File: src/rtl/apple2_video_pkg.sv
// rtl/apple2_video_pkg.sv - shared types, bit positions and helpers for the Apple II video shifter
package apple2_video_pkg;

  typedef enum logic [1:0] {
    MODE_TEXT  = 2'd0,
    MODE_LORES = 2'd1,
    MODE_HIRES = 2'd2
  } mode_e;

  // Counter bits that form horizontal/vertical blanking and the mixed-mode text window
  localparam int HBL_H5_BIT = 5;
  localparam int HBL_H3_BIT = 3;
  localparam int HBL_H4_BIT = 4;
  localparam int VBL_V7_BIT = 7;
  localparam int VBL_V6_BIT = 6;
  localparam int MIX_V5_BIT = 5;

  // Text and hi-res dots last two 14 MHz cycles each, seven per byte
  localparam int DOT_CYCLES    = 2;
  localparam int DOTS_PER_BYTE = 7;

  function automatic mode_e decode_mode(input logic text_sel, input logic hires_sel);
    if (text_sel) begin
      return MODE_TEXT;
    end else if (hires_sel) begin
      return MODE_HIRES;
    end
    return MODE_LORES;
  endfunction

  // Rotate a lo-res nibble right by n positions
  function automatic logic [3:0] rotr4(input logic [3:0] value, input logic [1:0] n);
    logic [7:0] doubled;
    doubled = {value, value} >> n;
    return doubled[3:0];
  endfunction

endpackage

File: src/rtl/apple2_dot_shifter.sv
// rtl/apple2_dot_shifter.sv - per-byte dot shift register with dot phase and hi-res half-dot delay
module apple2_dot_shifter
  import apple2_video_pkg::*;
(
  input  logic       clk,
  input  logic       rst_n,
  input  logic       load,
  input  logic [1:0] mode,
  input  logic [6:0] dots,
  input  logic [3:0] nibble,
  input  logic       odd,
  input  logic       half_delay,
  output logic       dot
);

  localparam logic       PHASE_LAST = 1'(DOT_CYCLES - 1);
  localparam logic [2:0] DOT_LAST   = 3'(DOTS_PER_BYTE - 1);

  mode_e      load_mode;
  mode_e      mode_r;
  logic [6:0] sreg;
  logic [2:0] dot_idx;
  logic       phase;
  logic       delay_q;
  logic       prev_q;

  assign load_mode = mode_e'(mode);

  // During the half-dot delay the previous output is repeated
  always_comb begin
    dot = sreg[0];
    if (delay_q) begin
      dot = prev_q;
    end
  end

  // Shift register: lo-res rotates every cycle, text/hi-res shift every second cycle and stop on the last dot
  always_ff @(posedge clk) begin
    if (!rst_n) begin
      mode_r  <= MODE_TEXT;
      sreg    <= '0;
      dot_idx <= '0;
      phase   <= 1'b0;
      delay_q <= 1'b0;
      prev_q  <= 1'b0;
    end else begin
      prev_q <= dot;
      if (load) begin
        mode_r  <= load_mode;
        dot_idx <= '0;
        phase   <= 1'b0;
        delay_q <= (load_mode == MODE_HIRES) && half_delay;
        if (load_mode == MODE_LORES) begin
          sreg <= {3'b000, rotr4(nibble, odd ? 2'd2 : 2'd0)};
        end else begin
          sreg <= dots;
        end
      end else if (mode_r == MODE_LORES) begin
        sreg <= {3'b000, sreg[0], sreg[3:1]};
      end else if (delay_q) begin
        delay_q <= 1'b0;
      end else begin
        phase <= ~phase;
        if ((phase == PHASE_LAST) && (dot_idx != DOT_LAST)) begin
          sreg    <= {1'b0, sreg[6:1]};
          dot_idx <= dot_idx + 3'd1;
        end
      end
    end
  end

endmodule

File: src/rtl/apple2_video_shifter.sv
// rtl/apple2_video_shifter.sv - Apple II video byte to 14 MHz monochrome dot stream
module apple2_video_shifter
  import apple2_video_pkg::*;
#(
  parameter int ROW_BITS       = 3,
  parameter int FLASH_DIV_BITS = 4
) (
  input  logic                clock_14Mhz,
  input  logic                RESET_N,
  input  logic                ld194,
  input  logic [6:0]          H,
  input  logic [8:0]          V,
  input  logic [7:0]          VID_DATA,
  input  logic                TEXT_MODE,
  input  logic                MIXED_MODE,
  input  logic                HI_RES,
  output logic [ROW_BITS+5:0] CHR_ADDR,
  input  logic [7:0]          CHR_DATA,
  output logic                VIDEO,
  output logic                BLANK,
  output logic                GR
);

  logic hbl;
  logic vbl;
  logic mixtext;
  logic text_now;

  // Stage L: captured on the byte-load strobe
  logic [7:0]          data_q;
  logic                text_q;
  logic                hires_q;
  logic [ROW_BITS-1:0] row_q;
  logic                nib_sel_q;
  logic                odd_q;
  logic                blank_q;
  logic                ld_q;

  // Stage L+1: held while the character ROM answers
  logic [7:0] data_s;
  logic       text_s;
  logic       hires_s;
  logic       nib_sel_s;
  logic       odd_s;
  logic       blank_s;
  logic       ld_s;

  logic                      vbl_d;
  logic [FLASH_DIV_BITS-1:0] frame_cnt;
  logic                      flash;

  logic       inv;
  logic [6:0] load_dots;
  logic [3:0] load_nibble;
  mode_e      load_mode;
  logic       shifter_dot;
  logic       unused_inputs;

  assign hbl      = ~(H[HBL_H5_BIT] | (H[HBL_H3_BIT] & H[HBL_H4_BIT]));
  assign vbl      = V[VBL_V7_BIT] & V[VBL_V6_BIT];
  assign mixtext  = MIXED_MODE & V[VBL_V7_BIT] & V[MIX_V5_BIT];
  assign text_now = TEXT_MODE | mixtext;
  assign flash    = frame_cnt[FLASH_DIV_BITS-1];

  assign CHR_ADDR = {data_q[5:0], row_q};

  assign unused_inputs = ^{H[6], H[2:1], V[8], V[4:3], CHR_DATA[7]};

  // Stage L capture of the fetched byte and the mode/position context it belongs to
  always_ff @(posedge clock_14Mhz) begin
    if (!RESET_N) begin
      data_q    <= '0;
      text_q    <= 1'b0;
      hires_q   <= 1'b0;
      row_q     <= '0;
      nib_sel_q <= 1'b0;
      odd_q     <= 1'b0;
      blank_q   <= 1'b1;
      ld_q      <= 1'b0;
    end else begin
      ld_q <= ld194;
      if (ld194) begin
        data_q    <= VID_DATA;
        text_q    <= text_now;
        hires_q   <= HI_RES;
        row_q     <= V[ROW_BITS-1:0];
        nib_sel_q <= V[2];
        odd_q     <= H[0];
        blank_q   <= hbl | vbl;
      end
    end
  end

  // Stage L+1 copy so a back-to-back strobe cannot disturb the byte about to be loaded
  always_ff @(posedge clock_14Mhz) begin
    if (!RESET_N) begin
      data_s    <= '0;
      text_s    <= 1'b0;
      hires_s   <= 1'b0;
      nib_sel_s <= 1'b0;
      odd_s     <= 1'b0;
      blank_s   <= 1'b1;
      ld_s      <= 1'b0;
    end else begin
      ld_s <= ld_q;
      if (ld_q) begin
        data_s    <= data_q;
        text_s    <= text_q;
        hires_s   <= hires_q;
        nib_sel_s <= nib_sel_q;
        odd_s     <= odd_q;
        blank_s   <= blank_q;
      end
    end
  end

  // Frame counter advances on each rising edge of vertical blanking and drives the flash phase
  always_ff @(posedge clock_14Mhz) begin
    if (!RESET_N) begin
      vbl_d     <= 1'b0;
      frame_cnt <= '0;
    end else begin
      vbl_d <= vbl;
      if (vbl && !vbl_d) begin
        frame_cnt <= frame_cnt + 1'b1;
      end
    end
  end

  // Select what the shifter loads: inverted/flashing glyph row, raw hi-res bits or a lo-res nibble
  always_comb begin
    inv         = ~data_s[7] & (~data_s[6] | flash);
    load_mode   = decode_mode(text_s, hires_s);
    load_dots   = data_s[6:0];
    load_nibble = nib_sel_s ? data_s[7:4] : data_s[3:0];
    if (load_mode == MODE_TEXT) begin
      load_dots = CHR_DATA[6:0] ^ {7{inv}};
    end
  end

  // Blank and colour-burst flags switch together with the first dot of the byte
  always_ff @(posedge clock_14Mhz) begin
    if (!RESET_N) begin
      BLANK <= 1'b1;
      GR    <= 1'b0;
    end else if (ld_s) begin
      BLANK <= blank_s;
      GR    <= ~text_s & ~blank_s;
    end
  end

  apple2_dot_shifter u_dot_shifter (
    .clk        (clock_14Mhz),
    .rst_n      (RESET_N),
    .load       (ld_s),
    .mode       (load_mode),
    .dots       (load_dots),
    .nibble     (load_nibble),
    .odd        (odd_s),
    .half_delay (data_s[7]),
    .dot        (shifter_dot)
  );

  // The shifter keeps running under blanking; only the visible dot is forced low
  always_comb begin
    VIDEO = shifter_dot & ~BLANK;
  end

endmodule

File: config.mk
export PLATFORM = sky130hd
export DESIGN_NAME = apple2_video_shifter
export DESIGN_NICKNAME = d
export VERILOG_FILES = /design/src/rtl/apple2_video_pkg.sv /design/src/rtl/apple2_dot_shifter.sv /design/src/rtl/apple2_video_shifter.sv
export SDC_FILE = /design/constraint.sdc
export NUM_CORES = 1
export LEC_CHECK = 0
export ABC_AREA = 1
export BUFFER_PORTS_ARGS = -buffer_cell sky130_fd_sc_hd__buf_2
export CORE_ASPECT_RATIO = 0.9
export CORE_UTILIZATION = 45
export DETAILED_ROUTE_END_ITERATION = 6
export PLACE_DENSITY = 0.69
export SYNTH_ARGS = -nofsm -noshare
export SYNTH_HDL_FRONTEND = slang
export SYNTH_SLANG_ARGS = --single-unit
export TNS_END_PERCENT = 50
File: constraint.sdc
create_clock -name clock_14Mhz -period 1.9 [get_ports clock_14Mhz]
set_input_delay 0.19 -clock clock_14Mhz [delete_from_list [all_inputs] [get_ports clock_14Mhz]]
set_output_delay 0.19 -clock clock_14Mhz [all_outputs]
set_load 0.02 [all_outputs]
==> results of run 1 <==
worst reg2reg max path, cell delays in order (launching register included):
cell	delay, ns
dfxtp_1	0.34
inv_1	0.07
ha_1	0.19
nand2_1	0.11
nand2_1	0.12
o21ai_4	0.24
o211ai_1	0.13
nor2_1	0.13
nor2_1	0.05
metal layers:
layer  up-vias  share of wire (%)
met5         -                  0
met4         0               0.77
met3         6                5.5
met2        54                 44
met1       951                 49
li1       1104                  -
power by group:
group / leakage (uW) / switching, uW / internal (uW)
combinational: 0.000705 / 191 / 121
clock: 0.0000434 / 364 / 295
sequential: 0.000428 / 54.0 / 1160
total: 0.00118 / 609 / 1580
flip-flops by register name, summed over array words and instances (netlist names), 2 cells and up:
name,count
data_q,8
data_s,8
frame_cnt,4
row_q,3
u_dot_shifter.dot_idx,3
u_dot_shifter.mode_r,2
u_dot_shifter.sreg,7
path summary, 6_finish.rpt:
kind                                                             from                                 end  slack (ns)  cells after the start
worst max-delay path            u_dot_shifter.dot_idx[0]$_SDFFE_PP0P_  u_dot_shifter.sreg[5]$_SDFFE_PN0P_        0.42                      8
worst min-delay path                                      VID_DATA[1]              data_q[1]$_SDFFE_PN0P_        0.10                      3
worst max register to register  u_dot_shifter.dot_idx[0]$_SDFFE_PP0P_  u_dot_shifter.sreg[5]$_SDFFE_PN0P_        0.42                      8
worst min register to register              frame_cnt[3]$_SDFFE_PN0P_           frame_cnt[3]$_SDFFE_PN0P_        0.46                      1
synthesized netlist by cell type (2+ instances only):
cell	instances	area [um2]
o22ai_1	2	12.51
inv_1	26	97.59
a21oi_1	26	130.1
buf_4	8	60.06
o21a_1	2	15.01
o211ai_1	3	22.52
nor2_1	53	198.9
nor2_2	6	37.54
buf_2	5	25.02
nand2_2	2	12.51
ha_1	3	37.54
buf_6	2	22.52
nand3_1	30	150.1
nand2_1	44	165.2
dfxtp_1	52	1041
o21ai_0	38	190.2
inv_2	4	15.01
stage by stage:
step / instance area (um2) / utilization [%] / power [uW]
CTS: 2639 / 53.26 / 2203
detailed placement: 2541 / 51.29 / 1551
floorplan: 2362 / - / 1469
global placement: 2541 / 51.29 / 1539
finish: 2639 / 53.26 / 2186
global route: 2639 / 53.26 / 2299
kinds of logic (layout without fill, tap and decap cells):
logic type | Yosys count | count (layout)
flops | 52 | 52
compound gates | 73 | 73
mux | 1 | 1
buf+inv | 49 | 82
simple gates | 142 | 142
xor+xnor | 1 | 1
fa+ha+maj | 3 | 3
cell type report:
cell class	count	area, um2	share of cell area (%)
well taps	65	81.33	3.082
inverters	31	118.9	4.505
clock inverters	2	15.01	0.5690
multi-input cells	220	1082	41.01
flip-flops and latches	52	1041	39.45
clock buffers	6	82.58	3.129
repair buffers	43	217.7	8.250
==> results.toml, run 1 <==
[outcome]
status = "complete, no violations"

[clock_tree]
clkSlewWorstSetupHoldPaths_ns = 0.09
cts_setup_buffers = 0
ctsResizeCount = 0
insertion_delay_ns = 0.30
cts_tree = "done"
clkSinkCount = 52
hold_buffers = 0
numCtsBuffers = 5
cts_buffer_depth = 2
cts_root_buf = "clkbuf_8"
htreeDepth = 2

[detailed_routing]
route.detailed.wl_per_inst_um = 11.72
avgViaCountPerCell = 5.048
routed_wirelength_mm = 4.911
firstDrtPassIters = 4
drtIter0Drc = 145
ant_nets = 0
drc = 0
vias = 2115

[setup_path]
critPathTopFamily = "simple AND/OR/NAND/NOR gates"
endpoint_kind = "flop"
path_cells = "inv_1, ha_1, nand2_1, nand2_1, o21ai_4, o211ai_1, nor2_1, nor2_1"
cpPeakStageDelay_ns = 0.34
worstPathRequired_ns = 2.10
cp_max_fo = 9
path_buf_inv = 1
cp_slowest_cell = "dfxtp_1"
crit_type = "flop to flop"
start_kind = "flop"
critPathArrivalTime_ns = 1.68

[pwr]
power_density_nw_per_um2 = 828.4
power.leakage_uw = 0.001177
ir_drop_v = 0.0005781

[timing]
worst_hold_slack_ns = 0.1008
hold_viol_final = 0
finalSetupViolCount = 0
clock.fmax_ghz = 0.6773
fin_setup_tns_ns = 0
maxSlewHeadroom_pct = 66.40
drv_slew = 0
post-route-period-util_pct = 77.71
skew_ns = 0.006901
rsz0062_at_grt = "false"
post-route-min-period_ns = 1.477
worstMarginPinSlew_ns = 0.5033
fin_ws_ns = 0.4235

[grt]
antenna_found_initial = 0
grt_pass1_vias = 1968
use_met1_pct = 25.50
grtUsageTotal_pct = 19.25
grt_pass1_wl_mm = 8.431
grt.busiest_layer = "met2"
grt_max_degree = 41
use_met3_pct = 4.645
grt_use_met2_pct = 31.87
grt.overflow.total = 0

[synthesis]
synthArstFlopShare_pct = 0
yosys_warnings = 0
synthFlopType = "dfxtp_1"
synth_top_family_by_area = "simple AND/OR/NAND/NOR gates"
synth_xor_area_share_pct = 0.3708
synth-adder-area-share_pct = 1.589
synth_compound_area_share_pct = 16.68
yosys_register_bits = 52
synth_mux_area_share_pct = 0.4237
synth_area_um2 = 2362
synth_cell_types = 32
synth_fp_nets = 362
avgSynthCellArea_um2 = 7.359
yosysSeqAreaShare_pct = 44.07
synth-edff-count = 0
synthSimpleGateAreaFrac_pct = 26.75
syn_inst = 321

[layout]
n_antenna_cell = 0
syn_to_final_growth_pct = 11.71
fin_nets = 394
fin_cells = 419
final_common_cell = "nor2_1"
fillers = 507
layout_common_cells = "nor2_1 (53), dfxtp_1 (52), nand2_1 (44), buf_2 (42), o21ai_0 (38)"
drive_gt1_share_pct = 19.49

[placement]
gp_congestion = 0.8043
dp.cells = 411
portBuffers = 42
dp.final_hpwl_mm = 3.553
pre_cts_slack_ns = 0.4610

[floorplan]
coreArea_um2 = 4955
rows = 24
die-area_um2 = 5544
initial_core_util_pct = 47.68
die_y_um = 70.74
num_io_pins = 50
die_w_um = 78.37

[run]
drv_cap = 0

[hold_path]
worst_hold_path_type = "primary input to flop"
Power figures use the tool's default switching activity.
==> run 2: changes to the inputs <==
Clock period 1.9 ns to 1.51 ns, I/O delays scaled along.
==> run 2 against run 1 <==
Against the previous run: first-iteration DRC count fell by 19%; final area grew 1.7%; non-clock buffer count grew 4; global-route usage rose by 0.19 points; critical path type unchanged; sequential power is 26% higher; largest cell class unchanged; maximum frequency up 7.6%; critical path depth unchanged; clock power up 26%; utilization is 0.88 points higher; worst hold slack got worse by 0.036 ns; final cell count grew 0.95%; combinational power up 31%.
==> results.toml, run 2 (synthesis results as in run 1) <==
[timing]
fin_ws_ns = 0.1380
rsz0062_at_grt = "false"
skew_ns = 0.007097
post-route-min-period_ns = 1.372
drv_slew = 0
post-route-period-util_pct = 90.86
maxSlewHeadroom_pct = 68.45
worstMarginPinSlew_ns = 0.4727
worst_hold_slack_ns = 0.06484
finalSetupViolCount = 0
hold_viol_final = 0
fin_setup_tns_ns = 0
clock.fmax_ghz = 0.7288

[outcome]
status = "complete, no violations"

[pwr]
ir_drop_v = 0.0007046
combPwrFrac_pct = 14.8
p_seq_share_pct = 55.1
power.leakage_uw = 0.001211
p_switching_uw = 736.2
p_clk_share_pct = 30.1
intPower_uw = 2030
switching_share_pct = 26.62
power_density_nw_per_um2 = 1031

[layout]
layout_common_cells = "nor2_1 (53), dfxtp_1 (51), nand2_1 (42), buf_2 (42), o21ai_0 (38)"
n_antenna_cell = 0
final_common_cell = "nor2_1"
fin_nets = 399
syn_to_final_growth_pct = 13.56
final_area_um2 = 2683
fin_util_pct = 54.14
drive_gt1_share_pct = 21.23
largest_registers = "data_q (8), data_s (8), u_dot_shifter.sreg (7)"

[floorplan]
initial_core_util_pct = 47.68
rows = 24
die-area_um2 = 5544
coreArea_um2 = 4955
die_y_um = 70.74
die_w_um = 78.37
num_io_pins = 50

[setup_path]
cp_max_fo = 5
endpoint_kind = "flop"
crit_type = "flop to flop"
critPathArrivalTime_ns = 1.57
worstPathRequired_ns = 1.71
start_kind = "flop"

[grt]
grt_pass1_vias = 1957
grt_max_degree = 22
antenna_found_initial = 0
grtUsageTotal_pct = 19.44
grt.overflow.total = 0
grt_pass1_wl_mm = 8.480

[detailed_routing]
route.detailed.wl_per_inst_um = 11.51
drtIter0Drc = 118
routed_wirelength_mm = 4.870
ant_nets = 0
avgViaCountPerCell = 5.080
vias = 2149
firstDrtPassIters = 4
drc = 0

[clock_tree]
cts_tree = "done"
numCtsBuffers = 5
cts_root_buf = "clkbuf_8"
cts_setup_buffers = 0
clkSinkCount = 52
insertion_delay_ns = 0.30
clkSlewWorstSetupHoldPaths_ns = 0.09
hold_buffers = 0
htreeDepth = 2
cts_buffer_depth = 2

[placement]
portBuffers = 42
dp.final_hpwl_mm = 3.664
gp_congestion = 0.8294
pre_cts_slack_ns = 0.1009
dpl_cell_area_um2 = 2571

[run]
drv_cap = 0

[hold_path]
worst_hold_path_type = "primary input to flop"
run 2: layout make-up:
cell class                 count  area (um2)
sequential                    52        1042
multi-input combinational    221        1096
timing repair buffer          47       247.7
inverter                      31       118.9
clock buffer                   7       96.34
fill                         499        2272
tap                           65       81.33
run 2: metal layers:
metal,vias up,global-route usage (%),wire length (um)
met5,-,0,0
met4,0,8.642,100
met3,12,4.258,223
met2,61,30.41,2086
met1,955,25.83,2459
li1,1121,-,-
run 2: what timing repair did:
| item | 4_1_cts | 5_1_grt |
|---|---|---|
| resized for setup | 0 | 3 |
| endpoints found under the setup margin | 0 | 4 |
| hold endpoints to repair | 0 | 0 |
run 2: critical path, stage by stage (launching register included):
cell and delay, ns:
dfxtp_1 0.34, inv_1 0.06, ha_1 0.20, nand2_2 0.09
nand2_2 0.10, o21ai_4 0.21, nand2_1 0.07, a21oi_1 0.12
a21oi_1 0.08
run 2: final timing paths:
check,startpoint,end,slack (ns),depth (start not counted)
worst min register to register,frame_cnt[3]$_SDFFE_PN0P_,frame_cnt[3]$_SDFFE_PN0P_,0.45,1
worst min-delay path,VID_DATA[2],data_q[2]$_SDFFE_PN0P_,0.06,3
worst max-delay path,u_dot_shifter.dot_idx[0]$_SDFFE_PP0P_,u_dot_shifter.sreg[3]$_SDFFE_PN0P_,0.14,8
worst max register to register,u_dot_shifter.dot_idx[0]$_SDFFE_PP0P_,u_dot_shifter.sreg[3]$_SDFFE_PN0P_,0.14,8
run 2: power groups by stage:
stage          Combinational (uW)  Sequential, uW  Clock, uW
4_1_cts                       406            1520        870
2_1_floorplan                 312            1540          0
3_3_place_gp                  392            1550          0
3_5_place_dp                  404            1550          0
5_1_grt                       476            1530        912
6_report                      410            1520        832
run 2: per-stage QoR:
step | cells | total power, uW
6_report | 423 | 2766
5_1_grt | 423 | 2922
4_1_cts | 422 | 2799
3_5_place_dp | 415 | 1958
3_3_place_gp | 415 | 1945
2_1_floorplan | 321 | 1849
